[config.mk]
export PLATFORM = sky130hd
export DESIGN_NAME = multi_port_fifo_flat
export DESIGN_NICKNAME = d
export VERILOG_FILES = /design/src/rtl/multi_port_fifo_if.sv /design/src/rtl/multi_port_fifo.sv /design/src/flat_wrapper.sv
export SDC_FILE = /design/constraint.sdc
export NUM_CORES = 1
export LEC_CHECK = 0
export ABC_CLOCK_PERIOD_IN_PS = 4300
export CAP_MARGIN = 10
export CORE_UTILIZATION = 26
export CTS_CLUSTER_DIAMETER = 120
export DETAILED_ROUTE_END_ITERATION = 16
export PLACE_DENSITY = 0.46
export RECOVER_POWER = 100
export SYNTH_ARGS = -nofsm -noshare
export SYNTH_HDL_FRONTEND = slang
export SYNTH_SLANG_ARGS = --single-unit
[constraint.sdc]
create_clock -name clk -period 4.3 [get_ports clk]
set_input_delay 0.86 -clock clk [delete_from_list [all_inputs] [get_ports clk]]
set_output_delay 0.86 -clock clk [all_outputs]
set_load 0.02 [all_outputs]
[src/rtl/multi_port_fifo_if.sv]
// multi_port_fifo_if: handshake bundle for the multi-lane in-order FIFO
// master: producer/consumer side (drives flush, enq_valid/enq_data, deq_ready)
// slave:  FIFO side (drives enq_ready, deq_valid/deq_data, count)
interface multi_port_fifo_if #(
  parameter int WIDTH     = 32,
  parameter int LOGDEPTH  = 3,
  parameter int ENQ_PORTS = 2,
  parameter int DEQ_PORTS = 2
);
  logic                          flush;
  logic [ENQ_PORTS-1:0]          enq_valid;
  logic [ENQ_PORTS*WIDTH-1:0]    enq_data;
  logic [ENQ_PORTS-1:0]          enq_ready;
  logic [DEQ_PORTS-1:0]          deq_valid;
  logic [DEQ_PORTS*WIDTH-1:0]    deq_data;
  logic [DEQ_PORTS-1:0]          deq_ready;
  logic [LOGDEPTH:0]             count;
  modport master (
    output flush, enq_valid, enq_data, deq_ready,
    input  enq_ready, deq_valid, deq_data, count
  );
  modport slave (
    input  flush, enq_valid, enq_data, deq_ready,
    output enq_ready, deq_valid, deq_data, count
  );
endinterface

[src/rtl/multi_port_fifo.sv]
// multi_port_fifo: in-order FIFO taking up to ENQ_PORTS and releasing up to DEQ_PORTS entries per cycle
// clk: rising-edge clock; rst: asynchronous active-low reset
// bus: flush, per-lane enqueue/dequeue valid/ready/data, occupancy count
module multi_port_fifo #(
  parameter int WIDTH     = 32,
  parameter int LOGDEPTH  = 3,
  parameter int ENQ_PORTS = 2,
  parameter int DEQ_PORTS = 2
) (
  input logic clk,
  input logic rst,
  multi_port_fifo_if.slave bus
);
  localparam int DEPTH = 1 << LOGDEPTH;
  localparam int CW = LOGDEPTH + 1;
  logic [WIDTH-1:0]    mem [DEPTH];
  logic [LOGDEPTH-1:0] head, tail;
  logic [CW-1:0]       count, n_enq, n_deq;
  logic [ENQ_PORTS-1:0] enq_take;
  logic                e_go, d_go;
  // Only the unbroken prefix of valid&ready lanes from lane 0 is accepted
  always_comb begin
    n_enq = '0;
    e_go = 1'b1;
    enq_take = '0;
    bus.enq_ready = '0;
    for (int i = 0; i < ENQ_PORTS; i++) begin
      bus.enq_ready[i] = CW'(DEPTH) - count > CW'(i);
      e_go = e_go & bus.enq_valid[i] & bus.enq_ready[i];
      enq_take[i] = e_go;
      n_enq = n_enq + CW'(e_go);
    end
  end
  always_comb begin
    n_deq = '0;
    d_go = 1'b1;
    bus.deq_valid = '0;
    bus.deq_data = '0;
    for (int i = 0; i < DEQ_PORTS; i++) begin
      bus.deq_valid[i] = count > CW'(i);
      bus.deq_data[i*WIDTH +: WIDTH] = mem[head + LOGDEPTH'(i)];
      d_go = d_go & bus.deq_valid[i] & bus.deq_ready[i];
      n_deq = n_deq + CW'(d_go);
    end
  end
  always_ff @(posedge clk)
    for (int i = 0; i < ENQ_PORTS; i++)
      if (enq_take[i] && !bus.flush) mem[tail + LOGDEPTH'(i)] <= bus.enq_data[i*WIDTH +: WIDTH];
  always_ff @(posedge clk or negedge rst)
    if (!rst) begin
      head <= '0;
      tail <= '0;
      count <= '0;
    end else if (bus.flush) begin
      head <= '0;
      tail <= '0;
      count <= '0;
    end else begin
      head <= head + n_deq[LOGDEPTH-1:0];
      tail <= tail + n_enq[LOGDEPTH-1:0];
      count <= count + n_enq - n_deq;
    end
  assign bus.count = count;
endmodule

[src/flat_wrapper.sv]
// flat-port wrapper written by rule: the top's interface ports become plain ports
module multi_port_fifo_flat 
#(
  parameter int WIDTH     = 32,
  parameter int LOGDEPTH  = 3,
  parameter int ENQ_PORTS = 2,
  parameter int DEQ_PORTS = 2
)
  (clk, rst, bus_flush, bus_enq_valid, bus_enq_data, bus_deq_ready, bus_enq_ready, bus_deq_valid, bus_deq_data, bus_count);
  multi_port_fifo_if #(.WIDTH(WIDTH), .LOGDEPTH(LOGDEPTH), .ENQ_PORTS(ENQ_PORTS), .DEQ_PORTS(DEQ_PORTS)) bus_i ();
  input logic clk;
  input logic rst;
  input wire logic [$bits(bus_i.flush)-1:0] bus_flush;
  input wire logic [$bits(bus_i.enq_valid)-1:0] bus_enq_valid;
  input wire logic [$bits(bus_i.enq_data)-1:0] bus_enq_data;
  input wire logic [$bits(bus_i.deq_ready)-1:0] bus_deq_ready;
  output wire logic [$bits(bus_i.enq_ready)-1:0] bus_enq_ready;
  output wire logic [$bits(bus_i.deq_valid)-1:0] bus_deq_valid;
  output wire logic [$bits(bus_i.deq_data)-1:0] bus_deq_data;
  output wire logic [$bits(bus_i.count)-1:0] bus_count;
  assign bus_i.flush = bus_flush;
  assign bus_i.enq_valid = bus_enq_valid;
  assign bus_i.enq_data = bus_enq_data;
  assign bus_i.deq_ready = bus_deq_ready;
  assign bus_enq_ready = bus_i.enq_ready;
  assign bus_deq_valid = bus_i.deq_valid;
  assign bus_deq_data = bus_i.deq_data;
  assign bus_count = bus_i.count;
  multi_port_fifo #(.WIDTH(WIDTH), .LOGDEPTH(LOGDEPTH), .ENQ_PORTS(ENQ_PORTS), .DEQ_PORTS(DEQ_PORTS)) u_core (.clk(clk), .rst(rst), .bus(bus_i));
endmodule
* Word level (Yosys, flattened, before mapping)
Memories as Yosys holds them, arrays and structs flattened.
Index checks and enable logic that the tools add are counted.
** Word-level totals
- Register bits :: 10
- Latch bits :: 0
- Bits in writable memories :: 256
- Memory bits (read-only) :: 0
- Input bits :: 71
- Output and inout port bits :: 72
- Logic and storage cells :: 33
- Memories :: 1
** Operators by class
- Add/sub/neg operators :: 9
- Multiply operators :: 0
- Div/mod/pow operators :: 0
- $lt $le $gt $ge :: 4
- Equality and inequality tests :: 0
- Shifts and indexed selects :: 0
- Multiplexer cells :: 7
- Bitwise operators :: 6
- Reduce and logical (&&, ||, !) cells :: 3
** Memory list
- u_core.mem :: words 8, bits a word 32, rd ports 2, clocked after Yosys merged registers in 0, write ports 2, RTL line multi_port_fifo.sv:16 : logic [WIDTH-1:0] mem [DEPTH];
** Operators by type and width (count)
- $gt 4x1->1 const B :: 4
- $add 3x1->3 const B :: 2
- $add 3x3->3 :: 2
- $and 1x1->1 :: 6
- $mux 3 :: 2
- $add 1x1->2 :: 2
- $add 4x4->4 :: 1
- $mux 1 :: 4
- $mux 4 :: 1
- $sub 4x4->4 :: 1
- $sub 4x4->4 const A :: 1
- $logic_and 1x1->1 :: 2
- $logic_not 1->1 :: 1

* Longest topological paths before layout
- Depth in word-level cells :: 9
- Gate-level depth with buffers :: 13
- Mapped depth without buffers :: 13

* Least setup slack after synthesis
No wires, ideal clock.
- Kind :: reg2reg
- Start point :: register u_core.count[2], in the netlist u_core.bus.count[2]
- End point :: register u_core.count[3], in the netlist u_core.bus.count[3]
- Arrival time :: 2.945 ns
- Data required time :: 4.168 ns
- Slack :: 1.223 ns
- Stages on the path, launching flop included :: 14
- Buffers on the path :: 0
- Clock period less this slack :: 3.077 ns
- Cells stage by stage :: dfrtp_1 inv_1 ha_1 nand3_1 and2_1 and3_1 ha_1 fa_1 inv_1 ha_1 a21o_1 a21oi_1 xnor2_1 nor2_1
** Between the ends
- Elaborated cells between the ends (all ways) :: 16
- Classes of those cells :: add/sub: 5; order compare: 4; mux: 1; bitwise: 6
** RTL lines
- start: declaration :: RTL line multi_port_fifo.sv:18 : logic [CW-1:0] count, n_enq, n_deq;
- start signal: assignment :: RTL line multi_port_fifo.sv:61 : count <= count + n_enq - n_deq;
- $gt 4x1->1 (*) :: RTL line multi_port_fifo.sv:40 : bus.deq_valid[i] = count > CW'(i);
- named net bus_deq_valid[0] :: RTL line flat_wrapper.sv:18 : output wire logic [$bits(bus_i.deq_valid)-1:0] bus_deq_valid;
- $and 1x1->1 (*) :: RTL line multi_port_fifo.sv:42 : d_go = d_go & bus.deq_valid[i] & bus.deq_ready[i];
- $and 1x1->1 (2 in a row) :: RTL line multi_port_fifo.sv:42
- $add 1x1->2 (*) :: RTL line multi_port_fifo.sv:43 : n_deq = n_deq + CW'(d_go);
- $sub 4x4->4 (*) :: RTL line multi_port_fifo.sv:61
- $mux 4 (*) :: RTL line multi_port_fifo.sv:54 : end else if (bus.flush) begin
Mark *: on every way through the listed nets, which the timed path passes. The rest lies on a longest branch.

* Worst setup path in the final report
- Start point :: register u_core.head[0]
- End point :: output bus_deq_data[47]
** Between the ends
- Word-level cells in the longest chain between the ends :: 2
** RTL lines
- start: declaration :: RTL line multi_port_fifo.sv:17 : logic [LOGDEPTH-1:0] head, tail;
- start signal: assignment :: RTL line multi_port_fifo.sv:59 : head <= head + n_deq[LOGDEPTH-1:0];
- $add 3x1->3 :: RTL line multi_port_fifo.sv:41 : bus.deq_data[i*WIDTH +: WIDTH] = mem[head + LOGDEPTH'(i)];
- $mem_v2 8x32
- end: declaration :: RTL line flat_wrapper.sv:19 : output wire logic [$bits(bus_i.deq_data)-1:0] bus_deq_data;
Every way passes these cells.

==> flow_metrics.tcl <==
set metrics [dict create \
    chipWidth_um 246.3 \
    start_util 0.2628 \
    cts-buffers-inserted 30 \
    via_per_inst 4.939 \
    synth_seq_area_share 0.5117 \
    crit_arrival_ns 3.20 \
    tns_ns 0 \
    power_density_mw_per_mm2 586.8 \
    worstPathCellList "buf_12 -> mux4_2 -> mux2_2 -> dlygate4sd3_1" \
    layout_common_cells "mux2_2 (286), edfxtp_1 (256), mux4_2 (128)" \
    wl_met1_mm 20.63 \
    worst-setup-path-type "flop to primary output" \
    netlist_instances 872 \
    rsz0062_at_grt "no" \
    yosysWarnings 0 \
    final_common_cell "mux2_2" \
    route.detailed.drc 0 \
    ctsResizeCount 0 \
    final-hold-violation-count 0 \
    max_freq_ghz 0.2463 \
    top_layer "met5" \
    cts_tree "done" \
    place_congestion 0.6990 \
    swShare 0.3469 \
    max_stage_delay_ns 0.66 \
    dieArea_mm2 0.06064 \
    maxSlewHeadroom 0.02501 \
    critPathRequiredTime_ns 3.44 \
    antenna_found_initial 6 \
    power.internal_mw 7.189 \
    htree_levels 1 \
    dr.pass1.iters 5 \
    power_switching_mw 3.818 \
    postCtsSetupRepairBufs 0 \
    pwr-share-seq 0.295 \
    postRouteAntennaNets 0 \
    overflow 0 \
    die_h_um 246.3 \
    end_kind "primary output" \
    io_pins 143 \
    clk_latency_ns 0.57 \
    min_period_ns 4.060 \
    via_count 8954 \
    cts_buffer_depth 3 \
    leakagePower_nw 5.880 \
    dp_hpwl_mm 27.48 \
    maxSlewViolCount 0 \
    wl_per_cell_um 25.92 \
    fin_ws_ns 0.2405 \
    drive_gt1_frac 0.4750 \
    synth_edf_count 256 \
    grtUsageTotal 0.1537 \
    clock-sinks 266 \
    io_buffer_count 142 \
    crit_fanout 100 \
    wl_met2_mm 23.44 \
    cap_viol_max_count 0 \
    rows 89 \
    syn_avg_cell_area_um2 17.79 \
    ys_seq_elements 266 \
    cts_hold_buf 0 \
    grt_pass1_vias 9631 \
    final_nets 1102 \
    status "finished clean" \
    met3_length_mm 2.099 \
    drt-initial-drc-count 570 \
    tightestPinTransition_ns 1.462 \
    grt_first_pass_wirelength_mm 67.53 \
    crit_path_start_kind "flop" \
    clkSlewWorstSetupHoldPaths_ns 0.06 \
    hp-class "input pin to async pin" \
    combPwrFrac 0.475 \
    fin_hold_ws_ns 0.6861 \
    cp_top_family "buffers and inverters" \
    crit_buf_inv 2 \
    area_delta_synth_final_pct 20.93 \
    wl_mm 47.00 \
    fin_crit_sh 0.9441 \
    coreArea_mm2 0.05902 \
    irDropWorstVdd_mv 0.4297 \
    synthArstFlopShare 0.03759 \
    p_clk_frac 0.231 \
    grt_max_degree 101 \
    netlist_area_mm2 0.01551 \
    cts_root_buffer "clkbuf_16" \
    synthFlopType "edfxtp_1" \
    synth_nets 959 \
    cpMaxStageDelayCell "dlygate4sd3_1" \
    pre_cts_ws_ns 0.8272 \
    yosysUniqueCellTypes 36 \
    finClkSkew_ns 0.01011 \
    final-setup-viol-count 0 \
]
synthesized netlist by cell type (all sizes together) (3+ instances only):
| master | count | area (um^2) |
|---|---|---|
| dfrtp | 10 | 250.2 |
| nor2 | 17 | 63.81 |
| nor3 | 4 | 52.55 |
| mux2 | 320 | 3603 |
| inv | 13 | 48.79 |
| buf | 47 | 285.3 |
| mux4 | 128 | 2883 |
| xor2 | 3 | 26.28 |
| xnor2 | 4 | 35.03 |
| nand3 | 6 | 30.03 |
| nand2 | 3 | 11.26 |
| and3 | 3 | 18.77 |
| nor2b | 5 | 31.28 |
| edfxtp | 256 | 7687 |
| ha | 12 | 150.1 |
| fa | 4 | 80.08 |
| clkbuf | 16 | 60.06 |
per-layer routing:
layer	global-route usage	up-vias
met4	0.03395	8
met5	0	-
met2	0.2621	194
met3	0.02571	57
met1	0.2029	4784
li1	-	3911
kinds of logic after synthesis:
| kind of cell | Yosys count | share of synthesized area |
|---|---|---|
| AO/OA/AOI/OAI | 12 | 0.006130 |
| XOR/XNOR | 7 | 0.003953 |
| adder cells (fa/ha/maj) | 16 | 0.01484 |
| buffers and inverters | 76 | 0.02541 |
| flip-flops | 266 | 0.5117 |
| multiplexers | 448 | 0.4182 |
| AND/OR/NAND/NOR | 47 | 0.01976 |
worst register-to-register path: cells and delay by family, from the launching register on:
family,cells,cell delay [ns]
buffers and inverters,3,1.42
flip-flops,1,0.45
multiplexers,1,0.56
AND/OR/NAND/NOR,3,1.03
power groups by stage:
stage	Combinational, mW	Sequential [mW]	Clock (mW)
2_1_floorplan	3.50	3.25	0
3_5_place_dp	5.63	3.29	0
5_1_grt	5.62	3.27	2.70
3_3_place_gp	5.62	3.29	0
6_report	5.23	3.24	2.54
4_1_cts	5.66	3.24	2.62
registers in the layout, indices dropped and copies added (netlist names):
register,cells
u_core.head,3
u_core.bus.count,4
u_core.tail,3
u_core.mem,256
worst paths after layout:
check | startpoint | endpoint | slack [ns] | cells past startpoint
worst min-delay path | rst | u_core.tail[1] | 0.69 | 1
min in group clk | u_core.tail[2] | u_core.tail[2] | 0.77 | 2
max in group asynchronous | rst | u_core.head[1] | 3.25 | 1
worst max register to register | u_core.bus.count[1] | u_core.mem[3][16] | 0.59 | 7
worst max-delay path | u_core.head[0] | bus_deq_data[47] | 0.24 | 4
worst min register to register | u_core.tail[2] | u_core.tail[2] | 0.77 | 2
per-stage QoR:
step                total power, mW  cell area (um^2)  instances    util
finish                        11.01             18760       1813  0.3178
global route                  11.59             18750       1811  0.3177
CTS                           11.52             19090       1811  0.3234
detailed placement            8.921             18130       1756  0.3071
global placement              8.910             18130       1756  0.3071
floorplan                     6.745             15510        872       -
layout make-up:
class | count | area, um^2
fillers | 5758 | 40260
inverters | 13 | 48.80
diodes | 2 | 5.005
repair buffers | 174 | 1642
clock inverters | 18 | 160.2
multi-input cells | 530 | 7191
well taps | 773 | 967.2
flip-flops and latches | 266 | 7946
clock buffers | 37 | 798.3
No activity file was read; power rests on OpenSTA's default activity.
